$ cat config.mk
export PLATFORM = sky130hd
export DESIGN_NAME = display_arbiter
export DESIGN_NICKNAME = d
export VERILOG_FILES = /design/src/rtl/display_arb_pkg.sv /design/src/rtl/rr_picker.sv /design/src/rtl/display_arbiter.sv
export SDC_FILE = /design/constraint.sdc
export NUM_CORES = 1
export LEC_CHECK = 0
export ABC_AREA = 1
export CORE_ASPECT_RATIO = 1.5
export CORE_MARGIN = 1
export CORE_UTILIZATION = 35
export CTS_CLUSTER_DIAMETER = 150
export DETAILED_ROUTE_END_ITERATION = 16
export GPL_TIMING_DRIVEN = 0
export HOLD_SLACK_MARGIN = 0.03
export MAX_ROUTING_LAYER = met4
export PLACE_DENSITY = 0.83
export SYNTH_ARGS = -nofsm -noshare
export SYNTH_HDL_FRONTEND = slang
export SYNTH_SLANG_ARGS = --single-unit
$ cat constraint.sdc
create_clock -name clk -period 2.8 [get_ports clk]
set_input_delay 0.84 -clock clk [delete_from_list [all_inputs] [get_ports clk]]
set_output_delay 0.84 -clock clk [all_outputs]
set_load 0.05 [all_outputs]
$ cat src/rtl/display_arb_pkg.sv
// Shared types and constants for the display arbiter and its round-robin picker.
package display_arb_pkg;

    typedef enum logic [1:0] {
        IDLE    = 2'd0,
        GRANT   = 2'd1,
        RELEASE = 2'd2
    } arb_state_e;

    localparam int unsigned NREQ_MAX      = 4;
    localparam int unsigned SLICE_W       = 64;
    localparam int unsigned DISP_W        = 32;
    localparam int unsigned PAD_W         = NREQ_MAX * SLICE_W;
    localparam logic [31:0] BLANK_DEFAULT = 32'hFFFF_FFFF;

endpackage

$ cat src/rtl/rr_picker.sv
// Combinational round-robin pick: first requester at or after ptr, wrapping modulo NREQ.
module rr_picker
    import display_arb_pkg::*;
#(
    parameter int unsigned NREQ = 4
) (
    input  logic [NREQ-1:0] req,
    input  logic [1:0]      ptr,
    output logic [NREQ-1:0] pick,
    output logic [1:0]      idx
);

    logic [NREQ_MAX-1:0] req_pad;
    logic [NREQ_MAX-1:0] pick_pad;
    logic                found;
    logic [1:0]          cand;

    assign req_pad = NREQ_MAX'(req);

    // Scan candidates in pointer order; the first hit wins.
    always_comb begin
        pick_pad = '0;
        idx      = '0;
        found    = 1'b0;
        cand     = '0;
        for (int unsigned k = 0; k < NREQ; k++) begin
            cand = 2'((32'(ptr) + k) % NREQ);
            if (!found && req_pad[cand]) begin
                found          = 1'b1;
                idx            = cand;
                pick_pad[cand] = 1'b1;
            end
        end
    end

    assign pick = pick_pad[NREQ-1:0];

endmodule

$ cat src/rtl/display_arbiter.sv
// Round-robin owner of the two seven-segment display words with min/max grant hold.
module display_arbiter
    import display_arb_pkg::*;
#(
    parameter int unsigned NREQ     = 4,
    parameter int unsigned MIN_HOLD = 4,
    parameter int unsigned MAX_HOLD = 1024,
    parameter logic [31:0] BLANK    = BLANK_DEFAULT
) (
    input  logic                    clk,
    input  logic                    rst,
    input  logic [NREQ-1:0]         req,
    input  logic [NREQ*SLICE_W-1:0] data,
    output logic [NREQ-1:0]         gnt,
    output logic [1:0]              owner,
    output logic                    busy,
    output logic [DISP_W-1:0]       hex_display,
    output logic [DISP_W-1:0]       hex_display2
);

    localparam int unsigned HOLD_SAT = (MIN_HOLD > MAX_HOLD) ? MIN_HOLD : MAX_HOLD;
    localparam int unsigned CNT_W    = $clog2(HOLD_SAT + 1);

    arb_state_e          state_q, state_d;
    logic [CNT_W-1:0]    cnt_q, cnt_d;
    logic [1:0]          ptr_q, ptr_d;
    logic [NREQ-1:0]     gnt_d;
    logic [1:0]          owner_d;
    logic                busy_d;
    logic [DISP_W-1:0]   hex_d, hex2_d;

    logic [NREQ-1:0]     pick;
    logic [1:0]          pick_idx;
    logic [NREQ_MAX-1:0] req_pad;
    logic [PAD_W-1:0]    data_pad;
    logic                own_req;
    logic                others;
    logic                min_met;
    logic                max_met;

    rr_picker #(.NREQ(NREQ)) u_picker (
        .req  (req),
        .ptr  (ptr_q),
        .pick (pick),
        .idx  (pick_idx)
    );

    assign req_pad  = NREQ_MAX'(req);
    assign data_pad = PAD_W'(data);
    assign own_req  = req_pad[owner];
    assign others   = |(req & ~gnt);
    assign min_met  = (32'(cnt_q) + 32'd1) >= MIN_HOLD;
    assign max_met  = (MAX_HOLD != 0) && ((32'(cnt_q) + 32'd1) >= MAX_HOLD);

    // Next-state and next-output logic; everything holds unless a state acts on it.
    always_comb begin
        state_d = state_q;
        cnt_d   = cnt_q;
        ptr_d   = ptr_q;
        gnt_d   = gnt;
        owner_d = owner;
        busy_d  = busy;
        hex_d   = hex_display;
        hex2_d  = hex_display2;
        unique case (state_q)
            IDLE: begin
                if (|req) begin
                    gnt_d   = pick;
                    owner_d = pick_idx;
                    busy_d  = 1'b1;
                    cnt_d   = '0;
                    state_d = GRANT;
                end
            end
            GRANT: begin
                if (cnt_q != CNT_W'(HOLD_SAT)) begin
                    cnt_d = cnt_q + CNT_W'(1);
                end
                if (own_req) begin
                    hex_d  = data_pad[{owner, 6'd0}  +: DISP_W];
                    hex2_d = data_pad[{owner, 6'd32} +: DISP_W];
                end
                if ((!own_req && min_met) || (max_met && others)) begin
                    gnt_d   = '0;
                    busy_d  = 1'b0;
                    state_d = RELEASE;
                end
            end
            RELEASE: begin
                ptr_d   = 2'((32'(owner) + 32'd1) % NREQ);
                state_d = IDLE;
            end
            default: begin
                state_d = IDLE;
            end
        endcase
    end

    always_ff @(posedge clk or posedge rst) begin
        if (rst) begin
            state_q      <= IDLE;
            cnt_q        <= '0;
            ptr_q        <= '0;
            gnt          <= '0;
            owner        <= '0;
            busy         <= 1'b0;
            hex_display  <= BLANK;
            hex_display2 <= BLANK;
        end else begin
            state_q      <= state_d;
            cnt_q        <= cnt_d;
            ptr_q        <= ptr_d;
            gnt          <= gnt_d;
            owner        <= owner_d;
            busy         <= busy_d;
            hex_display  <= hex_d;
            hex_display2 <= hex2_d;
        end
    end

endmodule

==> flow_metrics.py <==
metrics = {
    "status": {
        "status": "finished, final reports clean",
    },
    "global_route": {
        "grt_usage": 0.302,
        "grt-ovfl-total": 0,
        "grt_pass1_wl_mm": 38.1,
        "grt_pass1_vias": 7151,
        "grt_max_degree": 43,
        "antenna_found_initial": 0,
    },
    "job": {
        "cap_violations": 0,
    },
    "routing": {
        "via_per_inst": 5.17,
        "final_antenna_net_count": 0,
        "drtIter0Drc": 372,
        "dr.pass1.iters": 7,
        "drc_errors": 0,
        "wl_mm": 25.7,
        "via_count": 7352,
        "routedWlPerCell_um": 18.1,
    },
    "sta": {
        "rsz0062_at_grt": "no",
        "tightest_slew_ps": 844,
        "fin_skew_ps": 10.4,
        "period_share": 0.926,
        "fin_setup_tns_ps": 0,
        "relSlewSlack": 0.437,
        "drv_slew": 0,
        "max_freq_mhz": 386,
        "hold_viol": 0,
        "layout_setup_ws_ps": 208,
        "setup_violations": 0,
        "timing.hold.ws_ps": 459,
        "fin_crit_ps": 2590,
    },
    "synthesis": {
        "synth-seq-area-share": 0.384,
        "syn_nets": 1137,
        "synth.largest_area_cell": "dfstp_2",
        "ys_types": 31,
        "synth_top_area_frac": 0.289,
        "syn-instance-count": 865,
        "ys_seq_elements": 86,
        "synth.area.top_cells": "dfstp_2, nand2_1, o21ai_0",
        "yosysWarnings": 0,
        "synth_area_per_cell_um2": 6.72,
        "syn-cell-area_mm2": 0.00582,
    },
    "worst_setup_path": {
        "path_class": "reg2out",
        "slowest_stage": "clkdlybuf4s50_1",
        "startpoint_type": "flop",
        "crit_arrival_ps": 1750,
        "required_ps": 1960,
        "slowest_delay_ps": 880,
        "cpLargestDelayFamily": "buffers and inverters",
        "cp_cell_sequence": "clkdlybuf4s50_1",
        "rr_worst_depth": 8,
        "endpoint_kind": "primary output",
        "worst-path-stages": 1,
        "crit_path_max_fanout": 2,
        "cp_num_buf_inv": 1,
    },
    "layout": {
        "stdcell_count": 1421,
        "final_util": 0.599,
        "layout_commonest_cell": "clkdlybuf4s50_1",
        "fin_nets": 1482,
        "design_area_mm2": 0.00973,
        "final_cell_mix": "clkdlybuf4s50_1, nand2_1, o21ai_0",
        "drive_gt1_frac": 0.0930,
        "syn2layout_area_growth_pct": 67.3,
        "diodes": 0,
    },
    "floorplanning": {
        "core_area_mm2": 0.0163,
        "die_w_um": 107,
        "io-pin-count": 333,
        "die_h_um": 160,
        "die-area_mm2": 0.0171,
        "start_util": 0.358,
        "fp-row-count": 57,
    },
    "place": {
        "port_buffers": 332,
        "gp_congestion": 0.947,
        "hpwl_mm": 20.3,
        "place_ws_ps": -21.7,
        "dpl_cell_area_mm2": 0.00944,
        "placed_cells": 1405,
    },
    "min_path": {
        "hold-path-cell-count": 2,
        "hold_class": "reg2reg",
    },
    "clocking": {
        "cts-root-buf": "clkbuf_16",
        "cts.clk_slew.worst_paths_ps": 60,
        "cts_resized": 0,
        "cts_tree": "yes",
        "hold_buffers": 0,
        "clk_latency_ps": 340,
        "post-cts-setup-buffer-count": 0,
        "clock_path_buffers": 2,
        "cts-htree-levels": 3,
        "cts_buffers": 9,
        "cts.sinks": 86,
    },
    "pwr": {
        "power.density_mw_per_mm2": 1210,
        "p_leak_nw": 4.09,
        "ir_drop_uv": 572,
        "finalPower_mw": 11.8,
    },
}
kinds of logic after synthesis:
| group | synth area share |
|---|---|
| xor+xnor | 0.00151 |
| fa+ha+maj | 0.0215 |
| flops | 0.384 |
| simple gates | 0.306 |
| buf+inv | 0.0710 |
| compound gates | 0.217 |
path summary, 6_finish.rpt:
check	start	end	slack [ps]
max in group asynchronous	rst	hex_display2[10]$_DFFE_PP1P_	1490
min in group asynchronous	rst	hex_display[20]$_DFFE_PP1P_	980
min	hex_display[0]$_DFFE_PP1P_	hex_display[0]$_DFFE_PP1P_	460
max	hex_display[4]$_DFFE_PP1P_	hex_display[4]	210
max reg2reg	owner[0]$_DFFE_PP0P_	hex_display2[0]$_DFFE_PP1P_	470
min reg2reg	hex_display[0]$_DFFE_PP1P_	hex_display[0]$_DFFE_PP1P_	460
cell type report:
cell class / instances / area (um^2)
Sequential cell: 86 / 2230
Multi-Input combinational cell: 685 / 3170
Clock buffer: 12 / 246
Fill cell: 1520 / 6530
Tap cell: 206 / 258
Inverter: 35 / 135
Buffer: 59 / 282
Timing Repair Buffer: 334 / 3360
Clock inverter: 4 / 46.3
power breakdown:
group          internal [mW]  switching (mW)  total [mW]
logic                   2.63            5.46        8.10
clock network          0.713           0.486        1.20
registers               2.15           0.374        2.53
worst register-to-register path, stage by stage, from the launching register on:
cell and delay [ps]:
dfrtp_1 390, buf_2 200, inv_1 130, buf_2 290, clkbuf_1 640, nor2_1 100
o22ai_1 330, nand2_1 110, nand2_1 80
synth_stat cells, drive strengths merged:
master	number
clkinv	1
buf	15
a22oi	5
clkbuf	44
nor3	1
o22ai	73
inv	34
a21oi	2
nand4	4
and3	1
or2	1
xnor2	1
dfrtp	22
ha	10
o21ai	148
nor4	2
nand2	269
dfstp	64
o211ai	2
nand3	20
nor2	146
metal layers:
layer,GRT usage,wire [um]
met1,0.326,9570
met2,0.537,13500
met3,0.0514,1650
met4,0.126,1020
met5,-,0
state kept, by name (all words and copies together), names as in the netlist:
signal / flops
hex_display: 32
ptr_q: 2
busy: 1
cnt_q: 11
state_q: 2
hex_display2: 32
owner: 2
gnt: 4
Note: power is estimated with default switching activity, not from simulation.
